`src/rtl/instruction_loader.sv`:
```
// Boot loader: parses a byte-serial frame (SYNC, 20-bit address, word count,
// little-endian words, checksum) into instruction-memory writes; holds the core in reset while loading.
module instruction_loader #(
  parameter int TIMEOUT_CYCLES = 1024,
  parameter bit HOLD_AT_RESET  = 1'b1
) (
  input  logic        clock,
  input  logic        reset,
  input  logic [7:0]  rx_data,
  input  logic        rx_valid,
  output logic        rx_ready,
  output logic [19:0] instruction_wr,
  output logic [15:0] instruction_wr_data,
  output logic        instruction_wr_enable,
  output logic        core_reset,
  output logic        load_done,
  output logic        load_error,
  output logic [15:0] word_count
);

  localparam int TW = $clog2(TIMEOUT_CYCLES + 1);

  typedef enum logic [3:0] {IDLE, ADDR0, ADDR1, ADDR2, CNT0, CNT1, DLO, DHI, CHK} state_t;

  state_t        state;
  logic [19:0]   addr;
  logic [15:0]   remaining;
  logic [7:0]    lo;
  logic [7:0]    sum;
  logic [TW-1:0] tcnt;
  logic          accept;
  logic [7:0]    sum_next;

  assign accept   = rx_valid && rx_ready;
  assign sum_next = sum + rx_data;

  always_ff @(posedge clock) begin
    if (reset) begin
      state                 <= IDLE;
      rx_ready              <= 1'b0;
      instruction_wr        <= '0;
      instruction_wr_data   <= '0;
      instruction_wr_enable <= 1'b0;
      core_reset            <= HOLD_AT_RESET;
      load_done             <= 1'b0;
      load_error            <= 1'b0;
      word_count            <= '0;
      addr                  <= '0;
      remaining             <= '0;
      lo                    <= '0;
      sum                   <= '0;
      tcnt                  <= '0;
    end else begin
      rx_ready              <= 1'b1;
      instruction_wr_enable <= 1'b0;
      load_done             <= 1'b0;
      if (accept) begin
        tcnt <= '0;
        // every byte after SYNC, including CHK itself, feeds the running sum
        if (state != IDLE) sum <= sum_next;
        case (state)
          IDLE: if (rx_data == 8'hA5) begin
            state      <= ADDR0;
            core_reset <= 1'b1;
            load_error <= 1'b0;
            word_count <= '0;
            sum        <= '0;
          end
          ADDR0: begin addr[7:0]   <= rx_data;      state <= ADDR1; end
          ADDR1: begin addr[15:8]  <= rx_data;      state <= ADDR2; end
          ADDR2: begin addr[19:16] <= rx_data[3:0]; state <= CNT0;  end
          CNT0:  begin remaining[7:0] <= rx_data;   state <= CNT1;  end
          CNT1: begin
            remaining[15:8] <= rx_data;
            state <= ({rx_data, remaining[7:0]} != 16'd0) ? DLO : CHK;
          end
          DLO: begin lo <= rx_data; state <= DHI; end
          DHI: begin
            instruction_wr        <= addr;
            instruction_wr_data   <= {rx_data, lo};
            instruction_wr_enable <= 1'b1;
            word_count            <= word_count + 16'd1;
            addr                  <= addr + 20'd1;
            remaining             <= remaining - 16'd1;
            state <= (remaining != 16'd1) ? DLO : CHK;
          end
          CHK: begin
            state <= IDLE;
            if (sum_next == 8'h00) begin
              load_done  <= 1'b1;
              core_reset <= 1'b0;
            end else begin
              load_error <= 1'b1;
            end
          end
          default: state <= IDLE;
        endcase
      end else if (state != IDLE) begin
        if (tcnt == TW'(TIMEOUT_CYCLES - 1)) begin
          load_error <= 1'b1;
          state      <= IDLE;
          tcnt       <= '0;
        end else begin
          tcnt <= tcnt + TW'(1);
        end
      end
    end
  end

endmodule

```
`config.mk`:
```
export PLATFORM = sky130hd
export DESIGN_NAME = instruction_loader
export DESIGN_NICKNAME = d
export VERILOG_FILES = /design/src/rtl/instruction_loader.sv
export SDC_FILE = /design/constraint.sdc
export NUM_CORES = 1
export LEC_CHECK = 0
export CAP_MARGIN = 20
export CORE_ASPECT_RATIO = 0.75
export CORE_UTILIZATION = 25
export CTS_BUF_LIST = sky130_fd_sc_hd__clkbuf_16
export DETAILED_ROUTE_END_ITERATION = 8
export SYNTH_ARGS = -nofsm -noshare
export SYNTH_HDL_FRONTEND = slang
export SYNTH_SLANG_ARGS = --single-unit
```
`constraint.sdc`:
```
create_clock -name clock -period 3.05 [get_ports clock]
set_input_delay 0.61 -clock clock [delete_from_list [all_inputs] [get_ports clock]]
set_output_delay 0.61 -clock clock [all_outputs]
set_load 0.005 [all_outputs]
```
== Yosys cells after proc, flatten, opt, wreduce, memory -nomap -nowiden ==
Index checks and enable logic that the tools add are counted.

* Bits in registers: 124
* Output and inout bits: 57
* Input bits: 11
* Logic and storage cells: 98

* $add $sub $neg: 5
* Reductions and logical operators: 28
* Bitwise gates (word level): 2
* Multiplexer cells: 30
* Eq/ne operators: 16

{| class="wikitable"
|+ Operators by type and width
! operator !! count
|-
| 8-bit case mux with 2 select lines || 4
|-
| 16-bit case mux with 2 select lines || 1
|-
| 4-bit case mux with 8 select lines || 1
|-
| 4-bit 2-to-1 mux || 6
|-
| 8-bit 2-to-1 mux || 3
|-
| 20-bit by 1-bit adder with 20-bit output (second input constant) || 1
|-
| 2-bit nonzero test || 9
|-
| 16-bit by 1-bit adder with 16-bit output (second input constant) || 1
|-
| 4-bit by 3-bit equality test with 1-bit output (second input constant) || 4
|-
| 16-bit 2-to-1 mux || 1
|-
| 16-bit by 1-bit inequality test with 1-bit output (second input constant) || 1
|-
| 16-bit nonzero test || 1
|-
| 16-bit by 1-bit subtractor with 16-bit output (second input constant) || 1
|-
| 2-bit AND reduction || 7
|-
| 11-bit by 1-bit adder with 11-bit output (second input constant) || 1
|-
| 11-bit by 10-bit equality test with 1-bit output (second input constant) || 1
|-
| 11-bit 2-to-1 mux || 1
|-
| 1-bit 2-to-1 mux || 10
|-
| 8-bit adder || 1
|-
| 4-bit by 2-bit equality test with 1-bit output (second input constant) || 2
|-
| 8-bit equality test (second input constant) || 1
|-
| 8-bit logical NOT || 1
|-
| 4-bit case mux with 2 select lines || 1
|-
| 3-bit inequality test (second input constant) || 2
|-
| 14 further kinds || 19
|}

== Longest topological paths before layout ==
* Depth after elaboration: 5
* Gate-level depth with buffers: 9
* Mapped depth without buffers: 7

== Worst setup path before layout ==
Ideal clock, no wire load.

* Kind: input-to-reg
* From: in rx_data[0]
* To: reg core_reset
* Required time: 2.917 ns
* Library setup time: 0.133 ns
* Buffers on the path: 0
* Data arrival time: 2.178 ns
* Setup slack: 0.740 ns
* Stages on the path: 7
* Cell sequence: ha_1 -> fa_1 -> a211o_1 -> a21oi_1 -> o211ai_1 -> nor4_1 -> a21oi_1

* Word-level cells in the longest chain between the ends: 4
* Elaborated cells between the ends (all ways): 6
* Classes of those cells: add/sub: 1; eq/ne: 3; reduce/logical: 2

{| class="wikitable"
|+ Ends and longest elaborated chain
! element !! RTL line !! source
|-
| from (decl) || 9 || <nowiki>input logic [7:0] rx_data,</nowiki>
|-
| 8-bit adder || 35 || <nowiki>assign sum_next = sum + rx_data;</nowiki>
|-
| 8-bit logical NOT || 89 || <nowiki>if (sum_next == 8'h00) begin</nowiki>
|-
| 2-bit inequality test (no line) || -- ||
|-
| 4-bit AND reduction (no line) (*) || -- ||
|-
| to (signal assigned) || 44 || <nowiki>core_reset <= HOLD_AT_RESET;</nowiki>
|-
| to (signal assigned) || 64 || <nowiki>core_reset <= 1'b1;</nowiki>
|-
| to (signal assigned) || 91 || <nowiki>core_reset <= 1'b0;</nowiki>
|-
| to (decl) || 15 || <nowiki>output logic core_reset,</nowiki>
|}

Mark *: on every way between the ends. The rest lies on a longest branch, timed or not.
A chain may end at the register's enable or synchronous reset.

== Worst setup path after layout ==
* From: in rx_data[1]
* To: reg load_error

* Word-level cells in the longest chain between the ends: 4
* Elaborated cells between the ends (all ways): 6
* Classes of those cells: add/sub: 1; eq/ne: 3; reduce/logical: 2

{| class="wikitable"
|+ Ends and longest elaborated chain
! element !! RTL line !! source
|-
| 8-bit adder || 35 ||
|-
| 8-bit logical NOT || 89 ||
|-
| 3-bit inequality test (no line) || -- ||
|-
| 5-bit AND reduction (no line) (*) || -- ||
|-
| to (signal assigned) || 46 || <nowiki>load_error <= 1'b0;</nowiki>
|-
| to (signal assigned) || 93 || <nowiki>load_error <= 1'b1;</nowiki>
|-
| to (signal assigned) || 100 || <nowiki>load_error <= 1'b1;</nowiki>
|-
| to (decl) || 17 || <nowiki>output logic load_error,</nowiki>
|}

Marked as above.

==> metrics list <==
- Status: complete, no violations
- Type of origin of the critical path: input port
* Minimum hold slack: between 400 and 500 ps
- The die is around 180 um wide.
- The top cell types in the final layout, fill and taps aside, are dfxtp_1, nand2_1, a21oi_1.
- Slew at the pin with the worst max-slew slack: 869 ps
* Worst endpoint required time: about 3400 ps
- In this run, synthesis produced a sequential element count of between 100 and 150.
* Most frequently used flop master after synthesis: dfxtp_1
- Net count after synthesis: just over 800
- Walking the worst path, the cells encountered are clkdlybuf4s50_1, fa_1, a211o_1, a21oi_1, o211ai_1, nor4_1, a21oi_1.
- In the final layout, the share of cells above drive strength 1 is under 10%.
* Number of buffers inserted by hold repair at cts: 0
- Synthesized instance count: 793
- During synthesis, Yosys emitted a total of 0 warnings.
* Crit-path max FO: 4
* Class of the tightest hold or removal check: reg2reg
- After routing, the total negative slack on setup checks comes to 0 ps.
* # setup viols final: 0
- First-pass GRT wire length: between 20 and 30 mm
* Via count of the first global-routing pass: between 5k and 6k
- Final estimated routing congestion in global placement: roughly 0.80
* Delay of the slowest critical-path stage: approximately 570 ps
- For this configuration, the core starts out at a cell density of about a quarter.
- Mean post-synth cell area: 7.81 sq um
* Post-layout min period: between 2000 and 3000 ps
- DRT Wirelength: 18.1 mm
- Max Clock Skew: 8.33 ps
- The synthesized netlist contains 67 unique library cells.
* Sequential area share after synthesis: 40.1%
- Clock tree sinks: between 100 and 150
- IO Pins: 68
- The core region is 24200 sq um.
- Number of nets in the finished design: 880
- Number of buffer cells added on primary ports: 67
* Number of buffers between clock root and the deepest sink: 2
- Setup repair after global routing left no endpoint under its margin.
- HPWL after DPL: ~12 mm
- Buffers inserted during clock tree synthesis total 17.
- Counting flops with a built-in enable in the synthesized netlist gives 0.
* Clk root buf: clkbuf_16
- Final Slew Violations: 0
- The worst setup path is captured at a flop.
- Number of max-capacitance violations reported: 0
- Clock edge transition at the registers on the reported setup and hold paths: roughly 60 ps
- Total number of H-tree levels: 4
- After clock tree synthesis, the setup repair step added 0 buffers.
- In the final routed layout, each cell accounts on average for 15.1 um.
- In the routed design, unresolved DRC markers number 0.
* Die height: approximately 140 um
* Critical Path AT: roughly 2900 ps
- Initial antenna violation count: 0
- Entering global routing, the biggest net connects 82 pins.
- The repair_antennas step left the layout with diodes totalling 0.
- Headroom to the max-slew limit came out at 42.1%.
* Number of placement rows: 49
* Most common cell after layout, fill and taps aside: dfxtp_1
- At the later pin of the worst-skew pair, clock insertion delay measures ~430 ps.
- Global routing finished with a remaining overflow of 0.
- Number of resized instances in the post-cts repair step: 0
- Most common cell type on the critical path: a21oi_1
- Critical-path top delay cell: clkdlybuf4s50_1
- The floorplan step defined a die boundary enclosing approximately 25000 sq um.
- Crit Path Class: in2reg
- For this run, the total global-route usage over all layers was measured as 14.6%.
- TritonCTS clock tree: built
- Power density over cell area: around 480 nW/um^2
* Max Clk Rate: between 0.3 and 0.4 GHz
* Ratio of routed vias to standard cells: between 5 and 6
* Fraction of registers with async set or reset after synthesis: 0%
* Overall power consumption: about 3.7 mW
- Summing every instance area after synthesis gives slightly above 6000 sq um.
- In this run the remaining antenna-violating nets after routing total 0.
- Final Cycle Share: approximately 86%
* LEAKAGE: 2.62 nW
* Area growth from synthesis to final layout: 26.1%
- The pre-antenna-repair detailed-routing pass consisted of 5 iterations.
* Max IR drop VDD: about 0.37 mV
* Hold violation count in the final report: 0
* Vias post-DR: ~6k
- Drt initial violations: 599
-- state kept, by name, indices dropped and copies added (netlist names), 4 cells and up --
register,count
sum,8
addr,20
instruction_wr,20
state,4
instruction_wr_data,16
word_count,16
remaining,16
lo,8
tcnt,11
-- Yosys cell counts, types with 6 or more instances --
cell | number | area [sq um]
nand2_1 | 114 | 428
a21oi_1 | 98 | 490
a22oi_1 | 8 | 60.1
a211oi_1 | 11 | 82.6
inv_1 | 12 | 45.0
and4_1 | 6 | 52.6
o21ai_0 | 38 | 190
or3_1 | 10 | 62.6
xor2_1 | 10 | 87.6
dfxtp_1 | 124 | 2480
mux2i_1 | 8 | 80.1
ha_1 | 12 | 150
o31ai_1 | 7 | 52.6
or4_1 | 6 | 45.0
nand4_1 | 13 | 81.3
nor2_1 | 97 | 364
and3_1 | 8 | 50.1
nor4_1 | 13 | 81.3
xnor2_1 | 9 | 78.8
clkbuf_1 | 40 | 150
nand3_1 | 32 | 160
nor3_1 | 19 | 95.1
o41ai_1 | 6 | 52.6
-- power by group --
group          internal [mW]  total (mW)  leakage [nW]  switching (mW)
clock                   1.13        1.95         0.278           0.823
sequential              1.62        1.62         0.999        0.000927
combinational         0.0508       0.147          1.34          0.0962
-- per-layer routing --
layer / track usage [%] / part of all wire (%) / vias up
met2: 19.6 / 39 / 187
met5: 0 / 0 / -
met1: 22.1 / 53 / 2817
met4: 4.87 / 1.3 / 0
li1: - / - / 2995
met3: 3.42 / 5.9 / 24
-- per-stage QoR --
stage	cell area, sq um	util [%]	cells	setup WS, ps
after detailed placement	7250	30.0	1168	14.5
after global routing	7810	32.3	1200	239
after floorplan	6190	-	793	740
after global placement	7250	30.0	1168	25.4
after CTS	7810	32.3	1200	451
final	7810	32.3	1200	414
-- path summary, 6_finish.rpt --
kind	from	to	slack [ps]	depth (start not counted)
worst max-delay path	rx_data[1]	load_error	410	7
worst min-delay path	lo[4]	instruction_wr_data[4]	450	2
worst max register to register	state[0]	word_count[6]	650	5
worst min register to register	lo[4]	instruction_wr_data[4]	450	2
-- cell families (layout without fill, tap and decap cells) --
kind of cell | after synthesis | count (layout) | synth area share (%)
DFF | 124 | 124 | 40.1
buffers and inverters | 65 | 141 | 4.83
muxes | 8 | 8 | 1.29
xor gates and xnor gates | 19 | 19 | 2.69
and+or+nand+nor | 347 | 347 | 26.9
AOI/OAI and AO/OA | 217 | 217 | 21.5
adders and majority gates | 13 | 13 | 2.75
-- cell type report --
| type | count | area, sq um |
|---|---|---|
| clock inverter | 15 | 140 |
| sequential | 124 | 2480 |
| clock buffer | 17 | 425 |
| timing repair buffer | 97 | 891 |
| fill | 2554 | 16300 |
| tap | 331 | 414 |
| multi-input combinational | 604 | 3420 |
| inverter | 12 | 45.0 |
-- worst max-delay path, delay by kind of cell --
kind	cells	cell delay (ps)
fa+ha+maj	1	540
simple gates	1	480
buf+inv	1	570
compound gates	4	740
(Power assumes the default switching activity.)
